<file path="src/rtl/fetch_stage.sv">
// Instruction fetch stage with IF/ID pipeline register, halt/illegal
// detection, hazard stall and a saturating fetched-instruction counter.
module fetch_stage #(
    parameter int PC_W     = 8,
    parameter int INSTR_W  = 16,
    parameter int RESET_PC = 0,
    parameter int CNT_W    = 16
) (
    input  logic               clk,
    input  logic               rst,
    input  logic               stall,
    output logic [PC_W-1:0]    imem_addr,
    input  logic [INSTR_W-1:0] imem_data,
    output logic               if_id_valid,
    output logic [3:0]         if_id_opcode,
    output logic [3:0]         if_id_rd,
    output logic [3:0]         if_id_rs1,
    output logic [3:0]         if_id_rs2,
    output logic [7:0]         if_id_imm,
    output logic [PC_W-1:0]    if_id_pc,
    output logic               halted,
    output logic               illegal,
    output logic [CNT_W-1:0]   fetch_count
);

    localparam logic [3:0] OP_ILL = 4'b1110;
    localparam logic [3:0] OP_HLT = 4'b1111;

    typedef enum logic {
        FETCH  = 1'b0,
        HALTED = 1'b1
    } state_t;

    state_t             state_reg, state_next;
    logic [PC_W-1:0]    pc_reg, pc_next;
    logic               valid_reg, valid_next;
    logic [3:0]         opcode_reg, opcode_next;
    logic [3:0]         rd_reg, rd_next;
    logic [3:0]         rs1_reg, rs1_next;
    logic [3:0]         rs2_reg, rs2_next;
    logic [7:0]         imm_reg, imm_next;
    logic [PC_W-1:0]    ipc_reg, ipc_next;
    logic               illegal_reg, illegal_next;
    logic [CNT_W-1:0]   cnt_reg, cnt_next;

    logic [3:0]         fetched_op;
    logic               stop_op;

    assign fetched_op = imem_data[15:12];
    assign stop_op    = (fetched_op == OP_HLT) || (fetched_op == OP_ILL);

    always_ff @(posedge clk or posedge rst) begin
        if (rst) begin
            state_reg   <= FETCH;
            pc_reg      <= PC_W'(RESET_PC);
            valid_reg   <= 1'b0;
            opcode_reg  <= 4'd0;
            rd_reg      <= 4'd0;
            rs1_reg     <= 4'd0;
            rs2_reg     <= 4'd0;
            imm_reg     <= 8'd0;
            ipc_reg     <= '0;
            illegal_reg <= 1'b0;
            cnt_reg     <= '0;
        end else begin
            state_reg   <= state_next;
            pc_reg      <= pc_next;
            valid_reg   <= valid_next;
            opcode_reg  <= opcode_next;
            rd_reg      <= rd_next;
            rs1_reg     <= rs1_next;
            rs2_reg     <= rs2_next;
            imm_reg     <= imm_next;
            ipc_reg     <= ipc_next;
            illegal_reg <= illegal_next;
            cnt_reg     <= cnt_next;
        end
    end

    always_comb begin
        state_next   = state_reg;
        pc_next      = pc_reg;
        valid_next   = valid_reg;
        opcode_next  = opcode_reg;
        rd_next      = rd_reg;
        rs1_next     = rs1_reg;
        rs2_next     = rs2_reg;
        imm_next     = imm_reg;
        ipc_next     = ipc_reg;
        illegal_next = illegal_reg;
        cnt_next     = cnt_reg;
        case (state_reg)
            FETCH: begin
                if (!stall) begin
                    if (stop_op) begin
                        // HLT/illegal become a bubble; PC stays on the stopping word
                        state_next  = HALTED;
                        valid_next  = 1'b0;
                        opcode_next = 4'd0;
                        rd_next     = 4'd0;
                        rs1_next    = 4'd0;
                        rs2_next    = 4'd0;
                        imm_next    = 8'd0;
                        ipc_next    = '0;
                        if (fetched_op == OP_ILL) begin
                            illegal_next = 1'b1;
                        end
                    end else begin
                        valid_next  = 1'b1;
                        opcode_next = imem_data[15:12];
                        rd_next     = imem_data[11:8];
                        rs1_next    = imem_data[7:4];
                        rs2_next    = imem_data[3:0];
                        imm_next    = imem_data[7:0];
                        ipc_next    = pc_reg;
                        pc_next     = pc_reg + PC_W'(1);
                        if (cnt_reg != {CNT_W{1'b1}}) begin
                            cnt_next = cnt_reg + CNT_W'(1);
                        end
                    end
                end
            end
            HALTED: begin
                valid_next  = 1'b0;
                opcode_next = 4'd0;
                rd_next     = 4'd0;
                rs1_next    = 4'd0;
                rs2_next    = 4'd0;
                imm_next    = 8'd0;
                ipc_next    = '0;
            end
            default: begin
                state_next = FETCH;
            end
        endcase
    end

    assign imem_addr    = pc_reg;
    assign if_id_valid  = valid_reg;
    assign if_id_opcode = opcode_reg;
    assign if_id_rd     = rd_reg;
    assign if_id_rs1    = rs1_reg;
    assign if_id_rs2    = rs2_reg;
    assign if_id_imm    = imm_reg;
    assign if_id_pc     = ipc_reg;
    assign halted       = (state_reg == HALTED);
    assign illegal      = illegal_reg;
    assign fetch_count  = cnt_reg;

endmodule

</file>
<file path="config.mk">
export PLATFORM = sky130hd
export DESIGN_NAME = fetch_stage
export DESIGN_NICKNAME = d
export VERILOG_FILES = /design/src/rtl/fetch_stage.sv
export SDC_FILE = /design/constraint.sdc
export NUM_CORES = 1
export LEC_CHECK = 0
export BUFFER_PORTS_ARGS = -buffer_cell sky130_fd_sc_hd__buf_2
export CORE_ASPECT_RATIO = 0.75
export CORE_MARGIN = 2
export CORE_UTILIZATION = 46
export CTS_CLUSTER_DIAMETER = 120
export DETAILED_ROUTE_END_ITERATION = 7
export HOLD_SLACK_MARGIN = 0.02
export PLACE_DENSITY = 0.75
export SLEW_MARGIN = 20
export SYNTH_ARGS = -nofsm -noshare
export SYNTH_HDL_FRONTEND = slang
export SYNTH_SLANG_ARGS = --single-unit
export TNS_END_PERCENT = 100
</file>
<file path="constraint.sdc">
create_clock -name clk -period 1.9 [get_ports clk]
set_input_delay 0.19 -clock clk [delete_from_list [all_inputs] [get_ports clk]]
set_output_delay 0.19 -clock clk [all_outputs]
set_load 0.01 [all_outputs]
</file>
==> flow_metrics.tcl <==
set metrics [dict create \
    cp-startpoint "halted" \
    clk_path_buf_depth 2 \
    port_buffers 77 \
    end_kind "register" \
    peakVddDrop_mv 0.6638 \
    finalSetupViolations 0 \
    grt_pass1_wl_um 7748 \
    synth_enable_flop_cells 0 \
    synth_top_area_share 0.5835 \
    insertion_delay_ps 290 \
    core.rowCount 21 \
    dieArea_um2 5328 \
    rr_endpoint "fetch_count[1]" \
    r2r-start "halted" \
    ys_seq_elements 51 \
    maxSlewHeadroom 0.7065 \
    ys_seq_area_frac 0.5835 \
    outcome "complete, no violations" \
    crit_path_end "fetch_count[1]" \
    maxCapViolCount 0 \
    avgSynthCellArea_um2 12.79 \
    core_area_um2 4519 \
    crit_fanout 22 \
    htreeDepth 2 \
    num-nets-final 268 \
    antenna_cells 0 \
    drive_gt1_frac 0.4130 \
    syn_nets 192 \
    skew_ps 8.426 \
    post_drt_wl_per_cell_um 14.88 \
    crit_type "register to register" \
    cts_tree "built" \
    drt-total-wl_um 4525 \
    root_buffer "clkbuf_8" \
    setup-tns-final_ps 0 \
    rsz0062_at_grt "false" \
    power.leakage_nw 1.493 \
    synthArstFlopShare 1.000 \
    worstMarginPinSlew_ps 438.7 \
    drtAntennaViolNets 0 \
    viasPerCell 5.313 \
    hpwl_um 3287 \
    yosysMostFrequentCell "dfrtp_1" \
    gr-usage-all-layers 0.1814 \
    synth_top_cell_by_area "dfrtp_1" \
    grt_max_degree 25 \
    area_growth_pct 24.83 \
    syn-cell-area_um2 2187 \
    pwr_density_cell_nw_per_um2 921.3 \
    drt_iter0_markers 115 \
    die_h_um 63.72 \
    worst_ep_required_time_ps 2080 \
    netlist_top_cells_count "51 x dfrtp_1, 24 x a22o_1, 15 x xor2_1" \
    clock_sinks 51 \
    period_needed_ps 1696 \
    final_max_slew_viol_count 0 \
    cp-start-kind "register" \
    ys.warnings.count 0 \
    clkSlewWorstSetupHoldPaths_ps 90 \
    critPathArrivalTime_ps 1870 \
    hold_class "input pin to register" \
    fmax_mhz 589.7 \
    ios 78 \
    ff2ff_path_depth 4 \
    die-width_um 83.62 \
    period_share 0.8925 \
    place.gp.congestion 0.7947 \
    cts_resized 0 \
    ys.flop_type "dfrtp_1" \
    start_util 0.4839 \
    total_power_mw 2.515 \
    yosys-top-cells-area "dfrtp_1 58%, a22o_1 9.6%, xor2_1 6.0%" \
    antenna_found_initial 0 \
    num_vias 1615 \
    drc_errors 0 \
    r2r_slack_ps 200 \
    synthesis.instances 171 \
    grt_pass1_vias 1531 \
    first_pass_iters 4 \
    numCtsBuffers 5 \
    hold_viol 0 \
    nFillCells 382 \
    yosysUniqueCellTypes 32 \
    largest_reg_flops 16 \
    overflow 0 \
]
## layer usage
layer / part of all wire / global-route usage / up-vias
met1: 0.50 / 0.2738 / 802
met3: 0.043 / 0.04194 / 4
met4: 0.0029 / 0.03629 / 0
li1: - / - / 774
met2: 0.45 / 0.2700 / 35
met5: 0 / 0 / -
## layout by cell type, fill, tap and decap left out, types with 2 or more instances in the layout
cell	count
a21oi_1	6
a22o_1	24
and3_1	4
and4_1	3
buf_2	77
buf_4	5
clkbuf_8	5
dfrtp_1	51
ha_1	2
inv_1	2
mux2_2	2
nand2_1	7
nand3_1	4
nand4_1	8
nor2_1	2
nor3_1	2
nor3b_2	2
nor4_1	2
nor4_2	2
o31ai_1	2
xnor2_1	5
xor2_1	15
## repair_timing
item                                   4_1_cts  5_1_grt
endpoints found under the hold margin       17        0
setup buffers                                0        0
hold buffers                                 1        0
## cells by family (layout without fill, tap and decap cells)
kind of cell / count (synthesis) / after routing / share of synthesized area
compound gates: 37 / 37 / 0.1447
xor+xnor: 20 / 20 / 0.08009
fa+ha+maj: 2 / 2 / 0.01144
buf+inv: 18 / 94 / 0.04519
flops: 51 / 51 / 0.5835
mux: 2 / 2 / 0.01030
simple gates: 41 / 41 / 0.1247
## stage by stage
stage	utilization	cells	area, um2	setup WS (ps)	hold slack [ps]
CTS	0.6041	304	2730	199.0	79.62
finish	0.6041	304	2730	204.2	96.61
floorplan	-	171	2187	262.9	275.1
detailed placement	0.5784	296	2614	226.8	191.1
global route	0.6041	304	2730	74.26	98.66
global placement	0.5784	296	2614	277.1	189.4
## critical path, cell delays in order, from the launching register on
cell      delay (ps)
dfrtp_1          450
a311oi_4         320
buf_12           210
a21boi_2         240
mux2_2           350
## area by class of cell
cell class              count  area (um2)  share of cell area
clock buffers               5       68.82             0.02521
clock inverters             2       37.54             0.01375
inverters                   3       11.26            0.004125
multi-input cells         102       812.0              0.2974
flip-flops and latches     51        1276              0.4675
well taps                  57       71.32             0.02612
repair buffers             84       452.9              0.1659
## power breakdown
| group | switching (mW) | internal, mW | leakage (nW) | total (mW) |
|---|---|---|---|---|
| Combinational | 0.213 | 0.196 | 0.757 | 0.409 |
| Sequential | 0.188 | 1.20 | 0.685 | 1.39 |
| Clock | 0.333 | 0.385 | 0.0502 | 0.718 |
| Total | 0.735 | 1.78 | 1.49 | 2.52 |
## worst min-delay path by stage
| stage | startpoint | end | slack [ps] | cells after the start |
|---|---|---|---|---|
| global route | imem_data[6] | if_id_rs1[2] | 100 | 2 |
| global placement | rst | if_id_rs2[0] | 190 | 2 |
| finish | imem_data[12] | illegal | 100 | 2 |
| floorplan | stall | if_id_valid | 280 | 1 |
| CTS | imem_data[12] | illegal | 80 | 2 |
| detailed placement | rst | if_id_rs2[2] | 190 | 2 |
No activity file was read; power rests on OpenSTA's default activity.
